--- config.mk ---
export PLATFORM = sky130hd
export DESIGN_NAME = vpu_line_fetch_flat
export DESIGN_NICKNAME = d
export VERILOG_FILES = /design/src/rtl/vpu_line_fetch_if.sv /design/src/rtl/vpu_line_fetch.sv /design/src/flat_wrapper.sv
export SDC_FILE = /design/constraint.sdc
export NUM_CORES = 1
export LEC_CHECK = 0
export BUFFER_PORTS_ARGS = -buffer_cell sky130_fd_sc_hd__buf_2
export CAP_MARGIN = 20
export CORE_MARGIN = 1.5
export CORE_UTILIZATION = 55
export DETAILED_ROUTE_END_ITERATION = 8
export GPL_ROUTABILITY_DRIVEN = 1
export PLACE_DENSITY = 0.78
export SLEW_MARGIN = 20
export SYNTH_ARGS = -nofsm -noshare
export SYNTH_HDL_FRONTEND = slang
export SYNTH_SLANG_ARGS = --single-unit
--- constraint.sdc ---
create_clock -name clk -period 2.9 [get_ports clk]
set_clock_uncertainty 0.15 [all_clocks]
set_input_delay 0.435 -clock clk [delete_from_list [all_inputs] [get_ports clk]]
set_output_delay 0.435 -clock clk [all_outputs]
set_load 0.005 [all_outputs]
--- src/rtl/vpu_line_fetch_if.sv ---
// CPU register port, timing pulses, memory read master and cache write port of the line fetcher.
interface vpu_line_fetch_if #(
  parameter int CADDR_W = 6
);
  logic [1:0]         AD;
  logic [7:0]         DI;
  logic [7:0]         DO;
  logic               rw;
  logic               cs;
  logic               irq;
  logic               line_start;
  logic               frame_start;
  logic               mreq;
  logic               mgnt;
  logic [15:0]        maddr;
  logic               mrd;
  logic [7:0]         mdata;
  logic               mvalid;
  logic               cwe;
  logic [CADDR_W-1:0] caddr;
  logic [7:0]         cdata;

  modport master (
    input  AD, DI, rw, cs, line_start, frame_start, mgnt, mdata, mvalid,
    output DO, irq, mreq, maddr, mrd, cwe, caddr, cdata
  );

  modport slave (
    output AD, DI, rw, cs, line_start, frame_start, mgnt, mdata, mvalid,
    input  DO, irq, mreq, maddr, mrd, cwe, caddr, cdata
  );
endinterface

--- src/rtl/vpu_line_fetch.sv ---
// Scanline fetcher: copies LINE_BYTES bytes from memory at the line pointer into the video cache.
// state  | meaning
// IDLE   | waiting for line_start with EN set
// REQ    | requesting the bus, waiting for grant
// RD     | issuing one read strobe at CUR if still granted
// WAIT   | one read outstanding, waiting for mvalid
// DONE   | advancing line pointer by STRIDE, raising IRQ
module vpu_line_fetch #(
  parameter int LINE_BYTES = 64,
  parameter int CADDR_W    = 6
) (
  input  logic              clk,
  input  logic              rst,
  vpu_line_fetch_if.master  bus
);
  typedef enum logic [2:0] {S_IDLE, S_REQ, S_RD, S_WAIT, S_DONE} state_t;

  localparam logic [CADDR_W-1:0] IDX_LAST = CADDR_W'(LINE_BYTES - 1);

  state_t             state_q, state_d;
  logic [15:0]        base_q, base_d, lptr_q, lptr_d, cur_q, cur_d;
  logic [7:0]         stride_q, stride_d, do_q, do_d;
  logic [CADDR_W-1:0] idx_q, idx_d;
  logic               ien_q, ien_d, en_q, en_d, irq_q, irq_d, ovr_q, ovr_d;
  logic               busy, irq_set, ovr_set, cpu_wr, cpu_rd;
  logic               mreq_c, mrd_c, cwe_c;

  always_ff @(posedge clk) begin
    if (!rst) begin
      state_q  <= S_IDLE;
      base_q   <= '0;
      lptr_q   <= '0;
      cur_q    <= '0;
      stride_q <= '0;
      do_q     <= '0;
      idx_q    <= '0;
      ien_q    <= 1'b0;
      en_q     <= 1'b0;
      irq_q    <= 1'b0;
      ovr_q    <= 1'b0;
    end else begin
      state_q  <= state_d;
      base_q   <= base_d;
      lptr_q   <= lptr_d;
      cur_q    <= cur_d;
      stride_q <= stride_d;
      do_q     <= do_d;
      idx_q    <= idx_d;
      ien_q    <= ien_d;
      en_q     <= en_d;
      irq_q    <= irq_d;
      ovr_q    <= ovr_d;
    end
  end

  always_comb begin
    state_d  = state_q;
    base_d   = base_q;
    lptr_d   = lptr_q;
    cur_d    = cur_q;
    stride_d = stride_q;
    do_d     = do_q;
    idx_d    = idx_q;
    ien_d    = ien_q;
    en_d     = en_q;
    irq_d    = irq_q;
    ovr_d    = ovr_q;
    mreq_c   = 1'b0;
    mrd_c    = 1'b0;
    cwe_c    = 1'b0;
    irq_set  = 1'b0;
    busy     = (state_q != S_IDLE);
    ovr_set  = bus.line_start & busy;
    cpu_wr   = bus.cs & ~bus.rw;
    cpu_rd   = bus.cs & bus.rw;

    unique case (state_q)
      S_IDLE: begin
        if (bus.line_start && en_q) begin
          cur_d   = lptr_q;
          idx_d   = '0;
          state_d = S_REQ;
        end
      end
      S_REQ: begin
        mreq_c = 1'b1;
        if (bus.mgnt) state_d = S_RD;
      end
      S_RD: begin
        mreq_c = 1'b1;
        if (bus.mgnt) begin
          mrd_c   = 1'b1;
          state_d = S_WAIT;
        end else begin
          state_d = S_REQ;
        end
      end
      S_WAIT: begin
        mreq_c = 1'b1;
        if (bus.mvalid) begin
          cwe_c   = 1'b1;
          cur_d   = cur_q + 16'd1;
          idx_d   = idx_q + CADDR_W'(1);
          state_d = (idx_q == IDX_LAST) ? S_DONE : S_RD;
        end
      end
      S_DONE: begin
        lptr_d  = lptr_q + {8'h00, stride_q};
        irq_set = 1'b1;
        state_d = S_IDLE;
      end
      default: state_d = S_IDLE;
    endcase

    // Frame reload overrides the end-of-line stride advance.
    if (bus.frame_start) lptr_d = base_q;

    if (cpu_wr) begin
      unique case (bus.AD)
        2'd0: base_d[15:8] = bus.DI;
        2'd1: base_d[7:0]  = bus.DI;
        2'd2: stride_d     = bus.DI;
        2'd3: {ien_d, en_d} = bus.DI[6:5];
        default: ;
      endcase
    end

    if (cpu_rd) begin
      unique case (bus.AD)
        2'd0: do_d = base_q[15:8];
        2'd1: do_d = base_q[7:0];
        2'd2: do_d = stride_q;
        2'd3: do_d = {irq_q, ien_q, en_q, ovr_q, busy, 3'b000};
        default: ;
      endcase
      if (bus.AD == 2'd3) begin
        irq_d = 1'b0;
        ovr_d = 1'b0;
      end
    end

    if (irq_set) irq_d = 1'b1;
    if (ovr_set) ovr_d = 1'b1;
  end

  assign bus.DO    = do_q;
  assign bus.irq   = irq_q & ien_q;
  assign bus.mreq  = mreq_c;
  assign bus.mrd   = mrd_c;
  assign bus.cwe   = cwe_c;
  assign bus.maddr = cur_q;
  assign bus.caddr = idx_q;
  assign bus.cdata = bus.mdata;
endmodule

--- src/flat_wrapper.sv ---
// flat-port wrapper written by rule: the top's interface ports become plain ports
module vpu_line_fetch_flat 
#(
  parameter int LINE_BYTES = 64,
  parameter int CADDR_W    = 6
)
  (clk, rst, bus_AD, bus_DI, bus_rw, bus_cs, bus_line_start, bus_frame_start, bus_mgnt, bus_mdata, bus_mvalid, bus_DO, bus_irq, bus_mreq, bus_maddr, bus_mrd, bus_cwe, bus_caddr, bus_cdata);
  vpu_line_fetch_if #(.CADDR_W(CADDR_W)) bus_i ();
  input  logic clk;
  input  logic rst;
  input wire logic [$bits(bus_i.AD)-1:0] bus_AD;
  input wire logic [$bits(bus_i.DI)-1:0] bus_DI;
  input wire logic [$bits(bus_i.rw)-1:0] bus_rw;
  input wire logic [$bits(bus_i.cs)-1:0] bus_cs;
  input wire logic [$bits(bus_i.line_start)-1:0] bus_line_start;
  input wire logic [$bits(bus_i.frame_start)-1:0] bus_frame_start;
  input wire logic [$bits(bus_i.mgnt)-1:0] bus_mgnt;
  input wire logic [$bits(bus_i.mdata)-1:0] bus_mdata;
  input wire logic [$bits(bus_i.mvalid)-1:0] bus_mvalid;
  output wire logic [$bits(bus_i.DO)-1:0] bus_DO;
  output wire logic [$bits(bus_i.irq)-1:0] bus_irq;
  output wire logic [$bits(bus_i.mreq)-1:0] bus_mreq;
  output wire logic [$bits(bus_i.maddr)-1:0] bus_maddr;
  output wire logic [$bits(bus_i.mrd)-1:0] bus_mrd;
  output wire logic [$bits(bus_i.cwe)-1:0] bus_cwe;
  output wire logic [$bits(bus_i.caddr)-1:0] bus_caddr;
  output wire logic [$bits(bus_i.cdata)-1:0] bus_cdata;
  assign bus_i.AD = bus_AD;
  assign bus_i.DI = bus_DI;
  assign bus_i.rw = bus_rw;
  assign bus_i.cs = bus_cs;
  assign bus_i.line_start = bus_line_start;
  assign bus_i.frame_start = bus_frame_start;
  assign bus_i.mgnt = bus_mgnt;
  assign bus_i.mdata = bus_mdata;
  assign bus_i.mvalid = bus_mvalid;
  assign bus_DO = bus_i.DO;
  assign bus_irq = bus_i.irq;
  assign bus_mreq = bus_i.mreq;
  assign bus_maddr = bus_i.maddr;
  assign bus_mrd = bus_i.mrd;
  assign bus_cwe = bus_i.cwe;
  assign bus_caddr = bus_i.caddr;
  assign bus_cdata = bus_i.cdata;
  vpu_line_fetch #(.LINE_BYTES(LINE_BYTES), .CADDR_W(CADDR_W)) u_core (.clk(clk), .rst(rst), .bus(bus_i));
endmodule
# Word level (Yosys, flattened, before mapping)

Cells that the tools add are included.

Word-level logic and storage cells: 75
Register bits: 77
Bits of input ports: 26
Output and inout bits: 42

Bitwise logic cells: 5
Equal/unequal tests: 11
Mux-type cells: 25
$add $sub $neg: 3
Reduce and logical (&&, ||, !) cells: 19

Operators by type and width:

| operator                                                              | count |
|---|---|
| 16-bit 2-to-1 mux                                                     | 4 |
| 16-bit one-hot mux with 2 select lines                                | 1 |
| 8-bit one-hot mux with 4 select lines                                 | 1 |
| 16-bit by 1-bit adder with 16-bit output, second input constant       | 1 |
| 16-bit by 8-bit adder with 16-bit output                              | 1 |
| 3-bit 2-to-1 mux                                                      | 4 |
| 6-bit 2-to-1 mux                                                      | 2 |
| 3-bit one-hot mux with 4 select lines                                 | 1 |
| 6-bit one-hot mux with 2 select lines                                 | 1 |
| 2-bit AND reduction                                                   | 6 |
| 2-bit nonzero test                                                    | 6 |
| 1-bit 2-to-1 mux                                                      | 10 |
| 6-bit by 1-bit adder with 6-bit output, second input constant         | 1 |
| 3-bit by 2-bit equality test with 1-bit output, second input constant | 2 |
| 6-bit equality test, second input constant                            | 1 |
| 3-bit AND reduction                                                   | 2 |
| 1-bit AND                                                             | 4 |
| 2-bit equality test, second input constant                            | 2 |
| 2-bit != test, second input constant                                  | 2 |
| 3-bit by 1-bit equality test with 1-bit output, second input constant | 1 |
| 3-bit equality test, second input constant                            | 1 |
| 3-bit logical NOT                                                     | 1 |
| 3-bit nonzero test                                                    | 1 |
| 3-bit OR reduction                                                    | 1 |
| other kinds (6)                                                       | 6 |

# Depth between registers and ports, before layout

Gate-level depths: netlist (run 1).

Depth in word-level cells: 4
Depth in mapped cells: 8
Gate-level depth less buffers: 7

# Least setup slack after synthesis (run 1)

No wires, ideal clock.

Path type: reg-to-reg
Start: reg u_core.stride_q[0]
End: reg u_core.lptr_q[14]
Path buffers: 0
Data arrival time: 2.078 ns
Cell stages (with the launch flop): 8
Setup time: 0.122 ns
Required time: 2.628 ns
Period minus slack after synthesis: 2.349 ns
Slack: 0.551 ns
Cells stage by stage: dfxtp_1 ha_1 fa_1 a21o_1 a221oi_2 a21oi_2 and4_4 o311a_1

Cells in the longest elaborated chain, start to end: 3

Ends and longest elaborated chain:

| element                                  | RTL line              | text |
|---|---|---|
| start: declaration                       | vpu_line_fetch.sv:22  | `logic [7:0] stride_q, stride_d, do_q, do_d;` |
| start signal: assignment                 | vpu_line_fetch.sv:46  | `stride_q <= stride_d;` |
| 16-bit by 8-bit adder with 16-bit output | vpu_line_fetch.sv:108 | `lptr_d = lptr_q + {8'h00, stride_q};` |
| 16-bit 2-to-1 mux                        | vpu_line_fetch.sv:77  | `unique case (state_q)` |
| 16-bit 2-to-1 mux                        | vpu_line_fetch.sv:116 | `if (bus.frame_start) lptr_d = base_q;` |
| end signal: assignment                   | vpu_line_fetch.sv:44  | `lptr_q <= lptr_d;` |
| end: declaration                         | vpu_line_fetch.sv:21  | `logic [15:0] base_q, base_d, lptr_q, lptr_d, cur_q, cur_d;` |

No other way between the ends. The select of a mux whose other input is x is not followed.
A chain may end at the register's enable or synchronous reset.

# Worst setup path in the final report (run 1)

Start: reg u_core.stride_q[0]
End: reg u_core.lptr_q[10]

The elaborated chain is that of the path after synthesis.

==> impl_metrics.toml, run 1 <==
[synth]
synthArstFlopShare = 0
ys_ff_latch = 77
synth_fp_nets = 538
ys_warn_count = 0
ys_types = 69
synth_ff_type = "dfxtp_1"
syn_area_per_cell_um2 = 8.27
synthCells = 501
synth_edf_count = 0
yosysSeqAreaShare = 0.372
syn_area_um2 = 4140

[clocking]
cts_sinks = 77
ctsLongestPathBuffers = 2
cts_tree = "yes"
cts-resized-gates = 0
cts_htree_levels = 3
cts_made_buffers = 9
clk_pin_slew_ns = 0.08
post-cts-setup-buffer-count = 0
holdBufCountCts = 0
clock_latency_ns = 0.35
cts_root_buf = "clkbuf_8"

[sta]
fin_ws_ns = 0.352
hold_viol_final = 0
period_share = 0.879
tns_ns = 0
min_period_ns = 2.55
drv_slew = 0
finalSetupViolations = 0
slew_headroom = 0.537
rsz0062_at_grt = "false"
worstMarginPinSlew_ns = 0.694
maxClockFrequency_mhz = 392

[routing]
dr.pass1.iters = 5
vias = 3928
initialDrtViolationCount = 334
antenna_left = 0
routedWlPerCell_um = 16.7
route.detailed.drc = 0
routed_wirelength_mm = 10.6
viasPerCell = 6.18

[layout]
layout_common_cells = "nand2_1 (79), dfxtp_1 (77), buf_2 (51)"
fin_area_um2 = 4570
utilization = 0.629
diodes = 0
nNetsFinal = 569
final_common_cell = "nand2_1"
drive_above_1_share = 0.168
area_growth_pct = 10.2

[placed_design]
portBuffers = 51
dpl_cell_area_um2 = 4400
place_hpwl_mm = 7.64
dp_slack_ns = 0.397
globalplace.congestion = 0.889

[die]
rows = 31
io_pins = 68
dieArea_um2 = 8060
core_um2 = 7250
die_w_um = 89.8
die_y_um = 89.8
start_util = 0.571

[min_path]
hp-class = "input port to flop"

[setup_path]
crit_arrival_ns = 2.63
path_class = "flop to flop"
cp_max_fo = 6
cp-start-kind = "flop"
critPathCapture = "u_core.lptr_q[10]"
ff2ff_setup_slack_ns = 0.35
end_kind = "flop"
r2r-end = "u_core.lptr_q[10]"
crit_start = "u_core.stride_q[0]"
crit_required_ns = 2.98
r2r_start = "u_core.stride_q[0]"
reg2regPathDepth = 7

[flow_run]
maxCapViolCount = 0

[grt]
grt_pass1_vias = 3524
grt_overflow = 0
grt_use_total = 0.262
antenna_found_initial = 0
grt_max_degree = 44
grt_pass1_wl_mm = 17.2

[pwr]
vdd_drop_max_uv = 229
power_per_cell_area_nw_per_um2 = 437
p_leak_nw = 1.79

[outcome]
status = "complete, no violations"
[Yosys cell counts, types with 6 or more instances]
library cell / n / area share
a211oi_1: 10 / 0.018
a21oi_1: 42 / 0.051
a22oi_1: 6 / 0.011
a31oi_1: 6 / 0.0091
and2_1: 8 / 0.012
and3_1: 6 / 0.0091
buf_2: 6 / 0.0072
buf_4: 10 / 0.018
clkbuf_1: 21 / 0.019
dfxtp_1: 77 / 0.37
ha_1: 10 / 0.030
mux2i_1: 14 / 0.034
nand2_1: 79 / 0.072
nand2b_1: 6 / 0.0091
nand3_1: 15 / 0.018
nand4_1: 6 / 0.0091
nor2_1: 44 / 0.040
nor3_1: 10 / 0.012
o21ai_0: 23 / 0.028
o31ai_1: 6 / 0.011
or4_1: 6 / 0.011
xor2_1: 6 / 0.013
[sequential cells by signal, indices dropped and copies added (netlist names)]
name	cells
u_core.base_q	16
u_core.bus.maddr	16
u_core.lptr_q	16
u_core.bus.DO	8
u_core.stride_q	8
u_core.bus.caddr	6
u_core.state_q	3
u_core.en_q	1
u_core.ien_q	1
u_core.irq_q	1
u_core.ovr_q	1
[power breakdown]
part | switching [mW] | internal (mW)
sequential | 0.0277 | 1.08
combinational | 0.0997 | 0.0666
clock | 0.409 | 0.309
[cell families after synthesis]
logic type	share of synthesized area
multiplexers	0.0610
buffers and inverters	0.0510
AO/OA/AOI/OAI	0.211
AND/OR/NAND/NOR	0.249
flip-flops	0.372
XOR/XNOR	0.0211
adder cells (fa/ha/maj)	0.0350
[stage by stage]
stage | cells | hold WS, ns | total power [mW]
5_1_grt | 636 | 0.175 | 2.06
4_1_cts | 636 | 0.180 | 2.00
6_report | 636 | 0.194 | 1.99
3_5_place_dp | 620 | 0.301 | 1.30
3_3_place_gp | 620 | 0.291 | 1.29
2_1_floorplan | 501 | 0.291 | 1.25
[how the worst min path moves through the flow]
stage,start,end,cells past startpoint
final,bus_DI[7],u_core.base_q[7],3
after global routing,bus_DI[2],u_core.base_q[2],3
after CTS,bus_DI[2],u_core.base_q[2],3
after detailed placement,u_core.bus.DO[6],u_core.bus.DO[6],2
after global placement,u_core.bus.DO[6],u_core.bus.DO[6],2
after floorplan,u_core.base_q[14],u_core.base_q[14],2
[worst max-delay path, stage by stage, from the launching register on]
cell and delay [ns]:
dfxtp_1 0.34, ha_1 0.24, fa_1 0.41, a21o_1 0.23, a221oi_2 0.38, a21oi_2 0.16, and3b_1 0.20, o311a_1 0.32
[metal layers]
| layer | share of wire | GRT usage |
|---|---|---|
| met1 | 0.44 | 0.359 |
| met2 | 0.46 | 0.415 |
| met3 | 0.073 | 0.0355 |
| met4 | 0.028 | 0.111 |
| met5 | 0 | 0 |
[area by class of cell]
cell class / count / area (µm²)
Inverter: 6 / 22.5
Timing Repair Buffer: 58 / 320
Fill cell: 642 / 2690
Clock inverter: 6 / 40.0
Multi-Input combinational cell: 380 / 2390
Clock buffer: 10 / 128
Sequential cell: 77 / 1540
Tap cell: 99 / 124
Note: power is estimated with default switching activity, not from simulation.
==> run 2: changes to the inputs <==
Settings changed: REMOVE_ABC_BUFFERS set to 1, SETUP_SLACK_MARGIN set to 0.4, TNS_END_PERCENT set to 10.
==> impl_metrics.toml, run 2 (synthesis gave the netlist of run 1 again) <==
[die]
core_um2 = 7250
dieArea_um2 = 8060
die_y_um = 89.8
start_util = 0.571
rows = 31
die_w_um = 89.8
io_pins = 68

[clocking]
cts_root_buf = "clkbuf_8"
post-cts-setup-buffer-count = 0
ctsLongestPathBuffers = 2
cts_sinks = 77
clk_pin_slew_ns = 0.08
cts_htree_levels = 3
clock_latency_ns = 0.35
cts_made_buffers = 9
cts_tree = "yes"

[grt]
grt_use_total = 0.267
grt_max_degree = 39
grt_pass1_wl_mm = 17.8
grt_pass1_vias = 3720
antenna_found_initial = 0
grt_overflow = 0

[layout]
fillers = 655
drive_above_1_share = 0.170
diodes = 0
final_common_cell = "nand2_1"
area_growth_pct = 12.1
layout_common_cells = "nand2_1 (79), dfxtp_1 (77), buf_2 (51)"
nNetsFinal = 569

[routing]
viasPerCell = 6.13
top_layer = "met4"
route.met2.wl_mm = 4.99
dr.pass1.iters = 5
wl_met3_um = 592
vias = 3893
antenna_left = 0
met1_length_mm = 4.92
route.detailed.drc = 0
routed_wirelength_mm = 10.6
routedWlPerCell_um = 16.7
initialDrtViolationCount = 254

[sta]
worstMarginPinSlew_ns = 0.684
maxClockFrequency_mhz = 406
drv_slew = 0
finalSetupViolations = 0
fin_ws_ns = 0.435
tns_ns = 0
rsz0062_at_grt = "true"
period_share = 0.850
hold_viol_final = 0
min_period_ns = 2.46
slew_headroom = 0.544

[outcome]
status = "complete, no violations"

[pwr]
clockPowerShare = 0.441
p_seq_frac = 0.487
switchingPower_mw = 0.520
p_leak_nw = 1.83
power_per_cell_area_nw_per_um2 = 491
vdd_drop_max_uv = 289
p_int_mw = 1.76
combPwrFrac = 0.072
switching_share = 0.228

[setup_path]
end_kind = "flop"
cp-start-kind = "flop"
crit_start = "u_core.stride_q[0]"
crit_required_ns = 2.98
cp_max_fo = 6
path_class = "flop to flop"
crit_arrival_ns = 2.55
r2r_start = "u_core.stride_q[0]"

[placed_design]
place_hpwl_mm = 7.40
dp_slack_ns = 0.393
portBuffers = 51
globalplace.congestion = 0.885

[flow_run]
maxCapViolCount = 0

[min_path]
min-delay-start = "bus_DI[7]"
hp-class = "input port to flop"
-- run 2: changes by cell type in the layout (fill, tap and decap cells not counted), sizes merged --
cell / delta
clkinvlp: -1
clkinv: -4
bufinv: +3
clkbuf: +1
-- run 2: area by class of cell --
| cell class | count | area [µm²] | area share |
|---|---|---|---|
| Clock buffer | 11 | 151 | 0.0326 |
| Clock inverter | 4 | 95.1 | 0.0205 |
| Inverter | 6 | 22.5 | 0.00485 |
| Multi-Input combinational cell | 380 | 2400 | 0.517 |
| Sequential cell | 77 | 1540 | 0.332 |
| Tap cell | 99 | 124 | 0.0267 |
| Timing Repair Buffer | 58 | 308 | 0.0663 |
-- run 2: path summary, 6_finish.rpt --
kind / end / slack, ns / cells past startpoint
hold / removal: u_core.base_q[7] / 0.20 / 3
hold reg to reg: u_core.bus.DO[3] / 0.31 / 2
setup reg to reg: u_core.lptr_q[10] / 0.44 / 7
setup / recovery: u_core.lptr_q[10] / 0.44 / 7
-- run 2: power groups by stage --
stage / registers [mW] / logic, mW / clock network, mW
global route: 1.11 / 0.183 / 1.05
CTS: 1.11 / 0.163 / 1.01
finish: 1.11 / 0.165 / 1.01
floorplan: 1.12 / 0.0968 / 0
global placement: 1.13 / 0.158 / 0
detailed placement: 1.13 / 0.161 / 0
-- run 2: worst max-delay path, stage by stage (launching register included) --
cell and delay [ns]:
dfxtp_1 0.34, ha_1 0.24, fa_1 0.41, a21o_1 0.24, a221oi_4 0.30, a21oi_2 0.15, and3b_1 0.20, o311a_1 0.32
-- run 2: what timing repair did --
action	4_1_cts	5_1_grt
gates resized for setup	1	1
endpoints found under the setup margin	3	3
hold buffers	0	0
-- run 2: per-layer routing --
layer  GRT usage  vias up
li1            -     1873
met1       0.357     1877
met2       0.434      129
met3      0.0601       14
met4      0.0741        0
met5           0        -
-- run 2: through the flow --
| step | hold WS [ns] | total power, mW | area [µm²] | std cells | utilization |
|---|---|---|---|---|---|
| final | 0.200 | 2.28 | 4640 | 635 | 0.640 |
| after global routing | 0.192 | 2.35 | 4640 | 635 | 0.640 |
| after CTS | 0.191 | 2.28 | 4640 | 635 | 0.640 |
| after detailed placement | 0.297 | 1.29 | 4390 | 620 | 0.605 |
| after global placement | 0.293 | 1.29 | 4390 | 620 | 0.605 |
| after floorplan | 0.291 | 1.22 | 3950 | 463 | - |
